**src/rtl/wb_pkg.sv**
```systemverilog
// Shared types and default sizing for the writeback controller.
// Widths match the register-file sizing (32-bit registers, 4-bit addresses).
package wb_pkg;

    localparam int DATA_W = 32;
    localparam int ADDR_W = 4;

    localparam int DEF_NUM_REGS = 12;
    localparam int DEF_QDEPTH   = 2;

    typedef struct packed {
        logic [ADDR_W-1:0] dest;
        logic [DATA_W-1:0] data;
    } wb_entry_t;

    // Which source owns the write port at the coming edge.
    typedef enum logic [1:0] {
        SEL_NONE,
        SEL_HEAD,
        SEL_LOAD,
        SEL_ALU
    } wb_sel_e;

endpackage

```
**src/rtl/wb_write_ctrl_if.sv**
```systemverilog
// Producer, register-file and forwarding signals of the writeback controller.
// The controller takes the slave side; producers/ID logic take the master side.
interface wb_write_ctrl_if #(
    parameter int NUM_REGS = wb_pkg::DEF_NUM_REGS
) ();
    import wb_pkg::*;

    logic                alu_valid;
    logic [ADDR_W-1:0]   alu_dest;
    logic [DATA_W-1:0]   alu_data;
    logic                alu_ready;
    logic                ld_valid;
    logic [ADDR_W-1:0]   ld_dest;
    logic [DATA_W-1:0]   ld_data;
    logic                ld_ready;
    logic                wr_en;
    logic [ADDR_W-1:0]   wr_dest;
    logic [DATA_W-1:0]   wr_data;
    logic [NUM_REGS-1:0] pend_mask;
    logic [ADDR_W-1:0]   q1_addr;
    logic [ADDR_W-1:0]   q2_addr;
    logic                q1_hit;
    logic                q2_hit;
    logic [DATA_W-1:0]   q1_data;
    logic [DATA_W-1:0]   q2_data;
    logic                bad_dest;

    modport slave (
        input  alu_valid, alu_dest, alu_data, ld_valid, ld_dest, ld_data, q1_addr, q2_addr,
        output alu_ready, ld_ready, wr_en, wr_dest, wr_data, pend_mask,
               q1_hit, q2_hit, q1_data, q2_data, bad_dest
    );

    modport master (
        output alu_valid, alu_dest, alu_data, ld_valid, ld_dest, ld_data, q1_addr, q2_addr,
        input  alu_ready, ld_ready, wr_en, wr_dest, wr_data, pend_mask,
               q1_hit, q2_hit, q1_data, q2_data, bad_dest
    );
endinterface

```
**src/rtl/wb_res_fifo.sv**
```systemverilog
// Shift-style result FIFO: slot 0 is always the head, higher slots are younger,
// so the forwarding search can walk entries in age order without pointers.
module wb_res_fifo
    import wb_pkg::*;
#(
    parameter int DEPTH = DEF_QDEPTH,
    parameter int CNT_W = $clog2(DEPTH + 1)
) (
    input  logic             clk,
    input  logic             srst,
    input  logic             push,
    input  wb_entry_t        push_entry,
    input  logic             pop,
    output logic [CNT_W-1:0] count,
    output wb_entry_t        head,
    output wb_entry_t        entries [DEPTH],
    output logic [DEPTH-1:0] entry_valid
);
    wb_entry_t        mem_q [DEPTH];
    wb_entry_t        mem_d [DEPTH];
    wb_entry_t        shift_src [DEPTH];
    logic [CNT_W-1:0] count_q;
    logic [CNT_W-1:0] count_d;
    logic [CNT_W-1:0] wr_pos;

    genvar gi;
    generate
        for (gi = 0; gi < DEPTH; gi++) begin : g_slot
            if (gi < DEPTH - 1) begin : g_mid
                assign shift_src[gi] = mem_q[gi+1];
            end else begin : g_last
                assign shift_src[gi] = mem_q[gi];
            end
            assign entry_valid[gi] = (count_q > CNT_W'(gi));
        end
    endgenerate

    always_comb begin
        count_d = count_q + CNT_W'(push) - CNT_W'(pop);
        // A pop in the same cycle frees the slot the push would otherwise land above.
        wr_pos  = pop ? (count_q - CNT_W'(1)) : count_q;
        for (int i = 0; i < DEPTH; i++) begin
            mem_d[i] = pop ? shift_src[i] : mem_q[i];
            if (push && (wr_pos == CNT_W'(i))) begin
                mem_d[i] = push_entry;
            end
        end
    end

    always_ff @(posedge clk) begin
        if (srst) begin
            count_q <= '0;
        end else begin
            count_q <= count_d;
        end
        mem_q <= mem_d;
    end

    assign count   = count_q;
    assign head    = mem_q[0];
    assign entries = mem_q;
endmodule

```
**src/rtl/wb_write_ctrl.sv**
```systemverilog
// Writeback controller: merges ALU and load results into the single register-file
// write port in program order, and serves pending-state and forwarding lookups.
module wb_write_ctrl
    import wb_pkg::*;
#(
    parameter int NUM_REGS = DEF_NUM_REGS,
    parameter int QDEPTH   = DEF_QDEPTH
) (
    input  logic           clk,
    input  logic           rst,
    wb_write_ctrl_if.slave bus
);
    localparam int CNT_W = $clog2(QDEPTH + 1);

    logic [CNT_W-1:0]  q_count;
    wb_entry_t         q_head;
    wb_entry_t         q_entries [QDEPTH];
    logic [QDEPTH-1:0] q_valid;
    logic              q_push;
    logic              q_pop;
    logic              q_empty;
    logic              alu_ready_c;
    logic              in_range;
    wb_entry_t         alu_entry;
    wb_entry_t         ld_entry;
    wb_entry_t         sel_entry;
    wb_sel_e           sel;

    logic              wr_en_q,    wr_en_d;
    logic [ADDR_W-1:0] wr_dest_q,  wr_dest_d;
    logic [DATA_W-1:0] wr_data_q,  wr_data_d;
    logic              bad_dest_q, bad_dest_d;

    wb_res_fifo #(.DEPTH(QDEPTH), .CNT_W(CNT_W)) u_fifo (
        .clk        (clk),
        .srst       (rst),
        .push       (q_push),
        .push_entry (alu_entry),
        .pop        (q_pop),
        .count      (q_count),
        .head       (q_head),
        .entries    (q_entries),
        .entry_valid(q_valid)
    );

    always_comb begin
        alu_entry   = '{dest: bus.alu_dest, data: bus.alu_data};
        ld_entry    = '{dest: bus.ld_dest,  data: bus.ld_data};
        q_empty     = (q_count == '0);
        alu_ready_c = (q_count < CNT_W'(QDEPTH)) || ((q_count == CNT_W'(QDEPTH)) && !q_empty);

        sel       = SEL_NONE;
        sel_entry = alu_entry;
        q_push    = 1'b0;
        q_pop     = 1'b0;
        // Queued ALU results are older than any load still waiting, so they drain first.
        if (!q_empty) begin
            sel       = SEL_HEAD;
            sel_entry = q_head;
            q_pop     = 1'b1;
            q_push    = bus.alu_valid && alu_ready_c;
        end else if (bus.ld_valid) begin
            sel       = SEL_LOAD;
            sel_entry = ld_entry;
            q_push    = bus.alu_valid;
        end else if (bus.alu_valid) begin
            sel       = SEL_ALU;
            sel_entry = alu_entry;
        end

        in_range   = (int'(sel_entry.dest) < NUM_REGS);
        wr_en_d    = 1'b0;
        wr_dest_d  = wr_dest_q;
        wr_data_d  = wr_data_q;
        bad_dest_d = bad_dest_q;
        if (sel != SEL_NONE) begin
            wr_en_d   = in_range;
            wr_dest_d = sel_entry.dest;
            wr_data_d = sel_entry.data;
            if (!in_range) begin
                bad_dest_d = 1'b1;
            end
        end
    end

    always_ff @(posedge clk) begin
        if (rst) begin
            wr_en_q    <= 1'b0;
            wr_dest_q  <= '0;
            wr_data_q  <= '0;
            bad_dest_q <= 1'b0;
        end else begin
            wr_en_q    <= wr_en_d;
            wr_dest_q  <= wr_dest_d;
            wr_data_q  <= wr_data_d;
            bad_dest_q <= bad_dest_d;
        end
    end

    logic [NUM_REGS-1:0] pend_c;
    logic [ADDR_W-1:0]   fwd_addr [2];
    logic                fwd_hit  [2];
    logic [DATA_W-1:0]   fwd_data [2];

    assign fwd_addr[0] = bus.q1_addr;
    assign fwd_addr[1] = bus.q2_addr;

    genvar gi;
    generate
        for (gi = 0; gi < NUM_REGS; gi++) begin : g_pend
            logic hit;
            always_comb begin
                hit = wr_en_q && (wr_dest_q == ADDR_W'(gi));
                for (int j = 0; j < QDEPTH; j++) begin
                    if (q_valid[j] && (q_entries[j].dest == ADDR_W'(gi))) begin
                        hit = 1'b1;
                    end
                end
            end
            assign pend_c[gi] = hit;
        end

        // Later queue slots are younger, so the last match in the walk wins.
        for (gi = 0; gi < 2; gi++) begin : g_fwd
            always_comb begin
                fwd_hit[gi]  = wr_en_q && (wr_dest_q == fwd_addr[gi]);
                fwd_data[gi] = fwd_hit[gi] ? wr_data_q : '0;
                for (int j = 0; j < QDEPTH; j++) begin
                    if (q_valid[j] && (q_entries[j].dest == fwd_addr[gi])) begin
                        fwd_hit[gi]  = 1'b1;
                        fwd_data[gi] = q_entries[j].data;
                    end
                end
            end
        end
    endgenerate

    assign bus.alu_ready = alu_ready_c;
    assign bus.ld_ready  = q_empty;
    assign bus.wr_en     = wr_en_q;
    assign bus.wr_dest   = wr_dest_q;
    assign bus.wr_data   = wr_data_q;
    assign bus.bad_dest  = bad_dest_q;
    assign bus.pend_mask = pend_c;
    assign bus.q1_hit    = fwd_hit[0];
    assign bus.q2_hit    = fwd_hit[1];
    assign bus.q1_data   = fwd_data[0];
    assign bus.q2_data   = fwd_data[1];
endmodule

```
**src/flat_wrapper.sv**
```systemverilog
// flat-port wrapper written by rule: the top's interface ports become plain ports
module wb_write_ctrl_flat import wb_pkg::*;
#(
    parameter int NUM_REGS = DEF_NUM_REGS,
    parameter int QDEPTH   = DEF_QDEPTH
)
  (clk, rst, bus_alu_valid, bus_alu_dest, bus_alu_data, bus_ld_valid, bus_ld_dest, bus_ld_data, bus_q1_addr, bus_q2_addr, bus_alu_ready, bus_ld_ready, bus_wr_en, bus_wr_dest, bus_wr_data, bus_pend_mask, bus_q1_hit, bus_q2_hit, bus_q1_data, bus_q2_data, bus_bad_dest);
  wb_write_ctrl_if #(.NUM_REGS(NUM_REGS)) bus_i ();
  input  logic clk;
  input  logic rst;
  input wire logic [$bits(bus_i.alu_valid)-1:0] bus_alu_valid;
  input wire logic [$bits(bus_i.alu_dest)-1:0] bus_alu_dest;
  input wire logic [$bits(bus_i.alu_data)-1:0] bus_alu_data;
  input wire logic [$bits(bus_i.ld_valid)-1:0] bus_ld_valid;
  input wire logic [$bits(bus_i.ld_dest)-1:0] bus_ld_dest;
  input wire logic [$bits(bus_i.ld_data)-1:0] bus_ld_data;
  input wire logic [$bits(bus_i.q1_addr)-1:0] bus_q1_addr;
  input wire logic [$bits(bus_i.q2_addr)-1:0] bus_q2_addr;
  output wire logic [$bits(bus_i.alu_ready)-1:0] bus_alu_ready;
  output wire logic [$bits(bus_i.ld_ready)-1:0] bus_ld_ready;
  output wire logic [$bits(bus_i.wr_en)-1:0] bus_wr_en;
  output wire logic [$bits(bus_i.wr_dest)-1:0] bus_wr_dest;
  output wire logic [$bits(bus_i.wr_data)-1:0] bus_wr_data;
  output wire logic [$bits(bus_i.pend_mask)-1:0] bus_pend_mask;
  output wire logic [$bits(bus_i.q1_hit)-1:0] bus_q1_hit;
  output wire logic [$bits(bus_i.q2_hit)-1:0] bus_q2_hit;
  output wire logic [$bits(bus_i.q1_data)-1:0] bus_q1_data;
  output wire logic [$bits(bus_i.q2_data)-1:0] bus_q2_data;
  output wire logic [$bits(bus_i.bad_dest)-1:0] bus_bad_dest;
  assign bus_i.alu_valid = bus_alu_valid;
  assign bus_i.alu_dest = bus_alu_dest;
  assign bus_i.alu_data = bus_alu_data;
  assign bus_i.ld_valid = bus_ld_valid;
  assign bus_i.ld_dest = bus_ld_dest;
  assign bus_i.ld_data = bus_ld_data;
  assign bus_i.q1_addr = bus_q1_addr;
  assign bus_i.q2_addr = bus_q2_addr;
  assign bus_alu_ready = bus_i.alu_ready;
  assign bus_ld_ready = bus_i.ld_ready;
  assign bus_wr_en = bus_i.wr_en;
  assign bus_wr_dest = bus_i.wr_dest;
  assign bus_wr_data = bus_i.wr_data;
  assign bus_pend_mask = bus_i.pend_mask;
  assign bus_q1_hit = bus_i.q1_hit;
  assign bus_q2_hit = bus_i.q2_hit;
  assign bus_q1_data = bus_i.q1_data;
  assign bus_q2_data = bus_i.q2_data;
  assign bus_bad_dest = bus_i.bad_dest;
  wb_write_ctrl #(.NUM_REGS(NUM_REGS), .QDEPTH(QDEPTH)) u_core (.clk(clk), .rst(rst), .bus(bus_i));
endmodule
```
**config.mk**
```make
export PLATFORM = sky130hd
export DESIGN_NAME = wb_write_ctrl_flat
export DESIGN_NICKNAME = d
export VERILOG_FILES = /design/src/rtl/wb_pkg.sv /design/src/rtl/wb_write_ctrl_if.sv /design/src/rtl/wb_res_fifo.sv /design/src/rtl/wb_write_ctrl.sv /design/src/flat_wrapper.sv
export SDC_FILE = /design/constraint.sdc
export NUM_CORES = 1
export LEC_CHECK = 0
export BUFFER_PORTS_ARGS = -buffer_cell sky130_fd_sc_hd__buf_2
export CAP_MARGIN = 20
export CORE_MARGIN = 8
export CORE_UTILIZATION = 53
export CTS_BUF_LIST = sky130_fd_sc_hd__clkbuf_8
export CTS_CLUSTER_SIZE = 28
export DETAILED_ROUTE_END_ITERATION = 10
export GPL_ROUTABILITY_DRIVEN = 0
export PLACE_DENSITY = 0.84
export SLEW_MARGIN = 10
export SYNTH_ARGS = -nofsm -noshare
export SYNTH_HDL_FRONTEND = slang
export SYNTH_HIERARCHICAL = 1
export SYNTH_SLANG_ARGS = --single-unit
```
**constraint.sdc**
```tcl
create_clock -name clk -period 6.75 [get_ports clk]
set_input_delay 1.0125 -clock clk [delete_from_list [all_inputs] [get_ports clk]]
set_output_delay 1.0125 -clock clk [all_outputs]
set_load 0.01 [all_outputs]
```
==> impl_metrics.toml, run 1 <==
[final_layout]
fillCellCount = 1349
nets = 1129
drive_gt1_share_pct = 32.7
n_antenna_cell = 0
finalInstanceArea_mm2 = 0.00913
area_growth_pct = 9.75
fin_util_pct = 59.8

[route]
num_vias = 8144
viasPerCell = 6.48
route.met2.wl_um = 13000
routed_wl_um = 27600
dr_wl_met3_um = 3240
drt_first_pass_iters = 7
avgRoutedWirePerCell_um = 22.0
top_layer = "met4"
drc = 0
drt-initial-drc-count = 989
wl_met1_um = 10700
postRouteAntennaNets = 0

[cts]
cts_buffer_depth = 2
clkTransAtPathRegs_ns = 0.10
post_cts_resize_count = 0
htree_levels = 3
cts_hold_buf = 0
cts_buffers = 9
cts_tree = "done"
cts_root_buffer = "clkbuf_8"
numClockSinks = 112
clk_latency_ns = 0.40
post_cts_buffers = 0

[synth]
yosysMostFrequentCell = "nand2_1"
ys_warn_count = 6
synthTopCellsByCount = "135 x nand2_1, 72 x edfxtp_1, 72 x nor2_1, 72 x o211ai_1"
synthTopCellsByArea = "edfxtp_1 26%, dfxtp_1 9.6%, o211ai_1 6.5%"
synth_nets = 1040
syn_inst = 952
mappedNetlistArea_mm2 = 0.00832
synth_edf_count = 72
synth-seq-cells = 112
synth_flop_cell = "edfxtp_1"
synth_cell_types = 43
synthArstFlopShare_pct = 0
yosysSeqAreaShare_pct = 35.6
synth_top_area_cell = "edfxtp_1"
syn_area_per_cell_um2 = 8.74
synth_top_area_share_pct = 26.0

[floorplan]
start_util_pct = 54.5
rows = 45
die_w_um = 141
core_mm2 = 0.0153
die_area_mm2 = 0.0200
die_height_um = 141
io_pins = 202

[setup_path]
crit_buf_inv = 2
r2r_end = "u_core/u_fifo/entries[49]$_DFFE_PP_"
r2r_slack_ns = 3.67
cp-start-kind = "input pin"
crit_path_frequent_cell = "buf_2"
crit_family = "simple AND/OR/NAND/NOR gates"
worstSetupPathType = "input pin to output port"
cp_slowest_cell = "or2_2"
end_kind = "output port"
crit_chain = "buf_2, xnor2_1, nand3_2, or2_2, a31oi_1, buf_2"
rr_startpoint = "u_core/u_fifo/count[1]$_SDFF_PP0_"
crit_path_max_fanout = 33
max_stage_delay_ns = 0.90
cp.required_ns = 5.74
arrival_ns = 3.57
reg2regPathDepth = 6

[power]
p_leak_nw = 3.58
p_per_area_mw_per_mm2 = 393
worst_ir_drop_vdd_mv = 0.309
finalPower_mw = 3.58

[timing]
worstMarginPinSlew_ns = 1.14
setup_viol = 0
final.period_utilization_pct = 67.8
timing.fmax_ghz = 0.218
hold_viol_final = 0
maxSlewViolCount = 0
min_period_ns = 4.58
final.setup.tns_ns = 0
slew_headroom_pct = 24.0
rsz0062_at_grt = "false"
clock_skew_ns = 0.0184

[outcome]
status = "complete, no violations"

[placement]
placed_area_mm2 = 0.00891
hpwl_um = 17900
numPortBuffers = 201

[min_path]
hp-start = "u_core/bus.bad_dest$_SDFFE_PP0P_"
min_path_cells = 2
hold_class = "flop to flop"
holdPathEnd = "u_core/bus.bad_dest$_SDFFE_PP0P_"

[flow_run]
drv_cap = 0

[global_routing]
grt_overflow = 0
grt_pass1_vias = 7896
grt_max_degree = 67
grt_usage_pct = 27.0
antenna_found_initial = 0
grt_pass1_wl_um = 43000
## routing by layer
metal / vias up / GRT usage [%]
met2: 619 / 43.7
met1: 3829 / 34.0
met3: 82 / 6.98
met4: 0 / 10.1
li1: 3614 / -
met5: - / 0
## flip-flops by register name, summed over array words and instances (netlist names)
register and cells:
u_core/bus.wr_data 32, u_core/bus.bad_dest 1, u_core/bus.wr_dest 4, u_core/u_fifo/count 2, u_core/u_fifo/entries 72, u_core/bus.wr_en 1
## final cells by class
| type | count | area, um2 | share of cell area [%] |
|---|---|---|---|
| Clock buffer | 9 | 124 | 1.36 |
| Clock inverter | 7 | 70.1 | 0.768 |
| Inverter | 8 | 30.0 | 0.329 |
| Multi-Input combinational cell | 692 | 4530 | 49.6 |
| Sequential cell | 112 | 2960 | 32.5 |
| Tap cell | 211 | 264 | 2.89 |
| Timing Repair Buffer | 218 | 1150 | 12.6 |
## logic make-up after synthesis
family | Yosys count | share of synthesized area [%]
XOR/XNOR | 26 | 2.74
AND/OR/NAND/NOR | 369 | 20.1
adder cells (fa/ha/maj) | 4 | 0.602
buffers and inverters | 148 | 10.7
multiplexers | 72 | 9.21
flip-flops | 112 | 35.6
AO/OA/AOI/OAI | 221 | 21.0
## how the worst max path moves through the flow
stage                   start                            endpoint  cells after the start  slack (ns)
3_5_place_dp   bus_q2_addr[3]                      bus_q2_data[9]                      6        2.29
4_1_cts        bus_q2_addr[3]                      bus_q2_data[9]                      6        2.29
6_report       bus_q2_addr[3]                      bus_q2_data[9]                      6        2.17
2_1_floorplan    bus_ld_valid  u_core/u_fifo/entries[0]$_DFFE_PP_                      5        2.89
3_3_place_gp   bus_q2_addr[3]                      bus_q2_data[9]                      6        2.34
5_1_grt        bus_q2_addr[3]                      bus_q2_data[9]                      6        2.11
## stage by stage
stage / std cells / hold slack (ns) / worst slack, ns
after global routing: 1257 / 0.503 / 2.11
after global placement: 1240 / 0.438 / 2.34
after CTS: 1256 / 0.472 / 2.29
after detailed placement: 1240 / 0.448 / 2.29
after floorplan: 952 / 0.470 / 2.89
final: 1257 / 0.471 / 2.17
## cell usage in the layout, fill, tap and decap left out, types with 9 or more instances in the layout
cell      count
buf_2       201
nand2_1     135
nor2_1       72
o211ai_1     72
edfxtp_1     72
nor3_1       66
nand3_1      64
a31oi_1      64
dfxtp_1      39
mux2i_1      36
mux2_2       34
o211ai_2     29
a21oi_2      29
xnor2_1      18
buf_4        16
a22oi_1      11
clkbuf_8      9
## worst min-delay path, cell delays in order, from the launching register on
cell	delay, ns
dfxtp_1	0.33
inv_1	0.05
a21oi_1	0.05
## where the power goes
part / total (mW) / internal (mW) / switching (mW)
Combinational: 1.80 / 0.588 / 1.21
Clock: 0.418 / 0.173 / 0.245
Sequential: 1.37 / 1.07 / 0.303
Power figures use the tool's default switching activity.
==> run 2: changes to the inputs <==
--- a/config.mk
+++ b/config.mk
@@ -5,15 +5,16 @@
 export SDC_FILE = /design/constraint.sdc
 export NUM_CORES = 1
 export LEC_CHECK = 0
+export ABC_AREA = 1
 export BUFFER_PORTS_ARGS = -buffer_cell sky130_fd_sc_hd__buf_2
 export CAP_MARGIN = 20
 export CORE_MARGIN = 8
-export CORE_UTILIZATION = 53
+export CORE_UTILIZATION = 51
 export CTS_BUF_LIST = sky130_fd_sc_hd__clkbuf_8
 export CTS_CLUSTER_SIZE = 28
 export DETAILED_ROUTE_END_ITERATION = 10
 export GPL_ROUTABILITY_DRIVEN = 0
-export PLACE_DENSITY = 0.84
+export PLACE_DENSITY = 0.85
 export SLEW_MARGIN = 10
 export SYNTH_ARGS = -nofsm -noshare
 export SYNTH_HDL_FRONTEND = slang
==> constraint.sdc (replaced) <==
create_clock -name clk -period 3.9 [get_ports clk]
set_input_delay 0.585 -clock clk [delete_from_list [all_inputs] [get_ports clk]]
set_output_delay 0.585 -clock clk [all_outputs]
set_load 0.01 [all_outputs]
==> run 2 against run 1 <==
  * Total power rose by 73%
  * Synthesized area fell by 2.3%
  * Setup slack got worse by 1.8 ns
  * Sequential share of layout area rose by 0.59 points
  * Combinational power rose by 73%
  * Sequential cell count did not move
  * Final cell count rose by 23%
  * Die area rose by 1.4%
  * Wire length fell by 1.6%
  * Clock-buffer cell count rose by 3
  * First-iteration DRC count fell by 2.4%
  * Critical path depth rose by 6
  * Largest power group unchanged
==> impl_metrics.toml, run 2 <==
[synth]
synth_nets = 1310
yosysMostFrequentCell = "nand2_1"
synth_cell_types = 35
synthArstFlopShare_pct = 0
syn_inst = 1222
synth_top_area_cell = "edfxtp_1"
synth_edf_count = 72
syn_area_per_cell_um2 = 6.65
synthTopCellsByArea = "edfxtp_1 27%, nand2_1 22%, dfxtp_1 9.9%"
ys_warn_count = 6
synth_top_area_share_pct = 26.6
synthTopCellsByCount = "466 x nand2_1, 155 x nor2_1, 107 x a21oi_1"
yosysSeqAreaShare_pct = 36.5
mappedNetlistArea_mm2 = 0.00813
synth_flop_cell = "edfxtp_1"
synth-seq-cells = 112

[timing]
timing.fmax_ghz = 0.283
clock_skew_ns = 0.0116
worstMarginPinSlew_ns = 0.979
slew_headroom_pct = 34.5
maxSlewViolCount = 0
setup_viol = 0
rsz0062_at_grt = "false"
hold_viol_final = 0
min_period_ns = 3.53
final.setup.tns_ns = 0
final.period_utilization_pct = 90.6

[setup_path]
cp-start-kind = "flop"
worstSetupPathType = "flop to output port"
reg2regPathDepth = 8
r2r_end = "u_core/u_fifo/entries[71]$_DFFE_PP_"
cp.required_ns = 3.31
end_kind = "output port"
r2r_slack_ns = 0.91
arrival_ns = 2.95
crit_path_max_fanout = 38
rr_startpoint = "u_core/u_fifo/count[1]$_SDFF_PP0_"

[final_layout]
fillCellCount = 1544
final_common_cell = "nand2_1"
nets = 1411
final_cell_mix = "465 x nand2_1, 201 x buf_2, 155 x nor2_1"
fin_util_pct = 57.0
n_antenna_cell = 0
drive_gt1_share_pct = 20.0
largest_reg_flops = 72
area_growth_pct = 10.3
stdcell_count = 1544

[cts]
htree_levels = 3
post_cts_buffers = 0
cts_tree = "done"
cts_buffers = 9
post_cts_resize_count = 0
cts_root_buffer = "clkbuf_8"
numClockSinks = 112
cts_hold_buf = 0
clkTransAtPathRegs_ns = 0.10
clk_latency_ns = 0.39
cts_buffer_depth = 2

[global_routing]
grt_usage_pct = 26.1
grt_pass1_vias = 8130
grt_max_degree = 74
grt_pass1_wl_um = 42300
antenna_found_initial = 2
grt_overflow = 0

[floorplan]
rows = 46
die_height_um = 142
io_pins = 202
die_area_mm2 = 0.0202
start_util_pct = 51.7
core_mm2 = 0.0157
die_w_um = 142

[route]
drt-initial-drc-count = 965
avgRoutedWirePerCell_um = 17.6
viasPerCell = 5.62
num_vias = 8683
drt_first_pass_iters = 5
drc = 0
routed_wl_um = 27200
postRouteAntennaNets = 0

[placement]
place_inst = 1528
hpwl_um = 18000
numPortBuffers = 201

[power]
p_comb_share_pct = 50.3
p_leak_nw = 4.65
seqPwrFrac_pct = 38.4
worst_ir_drop_vdd_mv = 0.332
power_frac_clock_pct = 11.3
power_switching_mw = 3.09
internal_power_mw = 3.09
p_per_area_mw_per_mm2 = 690
p_sw_share_pct = 50.0

[min_path]
min_path_cells = 2
holdPathEnd = "u_core/u_fifo/count[0]$_SDFF_PP0_"
hp-start = "rst"
hold_class = "input pin to flop"

[flow_run]
drv_cap = 0

[outcome]
status = "complete, no violations"
[run 2: critical path, cell delays in order, from the launching register on]
cell      delay, ns
dfxtp_1        0.44
inv_1          0.13
ha_1           0.20
nor2_1         0.34
inv_2          0.11
a21oi_2        0.19
nand3b_4       0.14
nor2_8         0.38
buf_12         0.26
nor2_1         0.07
nand2_1        0.05
nand2_1        0.08
buf_2          0.15
[run 2: worst max path at each step]
stage	endpoint	from	slack [ns]
final	bus_q1_data[0]	u_core/u_fifo/count[1]$_SDFF_PP0_	0.37
after global routing	bus_q1_data[4]	u_core/u_fifo/count[1]$_SDFF_PP0_	0.22
after CTS	bus_q1_data[0]	u_core/u_fifo/count[1]$_SDFF_PP0_	0.41
after detailed placement	bus_q1_data[0]	u_core/u_fifo/count[1]$_SDFF_PP0_	0.85
after global placement	bus_q1_data[0]	u_core/u_fifo/count[1]$_SDFF_PP0_	0.93
after floorplan	u_core/u_fifo/entries[36]$_DFFE_PP_	bus_ld_valid	0.86
[run 2: cells by family after synthesis]
| family | share of synthesized area (%) |
|---|---|
| and+or+nand+nor | 40.0 |
| buffers and inverters | 12.4 |
| AOI/OAI and AO/OA | 9.89 |
| DFF | 36.5 |
| xor gates and xnor gates | 0.647 |
| adders and majority gates | 0.616 |
[run 2: final cells by class]
class	count	area [um2]	area share [%]
inverter	37	139	1.55
clock buffer	12	165	1.84
timing repair buffer	221	1180	13.2
clock inverter	4	28.8	0.321
tap	216	270	3.02
sequential	112	2960	33.1
multi-input combinational	942	4210	47.0
[run 2: layer usage]
| metal | wire (um) | GRT usage (%) | vias up |
|---|---|---|---|
| met5 | 26 | 0 | - |
| met2 | 12900 | 43.9 | 556 |
| met4 | 573 | 9.55 | 4 |
| met3 | 3020 | 6.04 | 51 |
| li1 | - | - | 4175 |
| met1 | 10600 | 32.0 | 3897 |
[run 2: power by group through the flow]
stage / registers (mW) / logic [mW] / clock network, mW
6_report: 2.37 / 3.11 / 0.702
5_1_grt: 2.43 / 3.40 / 0.758
4_1_cts: 2.35 / 3.08 / 0.716
3_5_place_dp: 2.38 / 3.07 / 0
3_3_place_gp: 2.36 / 3.00 / 0
2_1_floorplan: 2.31 / 2.33 / 0
[run 2: metrics by stage]
| step | hold slack, ns | instance area [um2] | worst slack, ns | total power [mW] |
|---|---|---|---|---|
| floorplan | 0.491 | 8130 | 0.859 | 4.64 |
| finish | 0.382 | 8960 | 0.366 | 6.18 |
| global placement | 0.445 | 8770 | 0.929 | 5.36 |
| detailed placement | 0.442 | 8770 | 0.848 | 5.45 |
| global route | 0.374 | 8960 | 0.216 | 6.59 |
| CTS | 0.365 | 8960 | 0.413 | 6.15 |
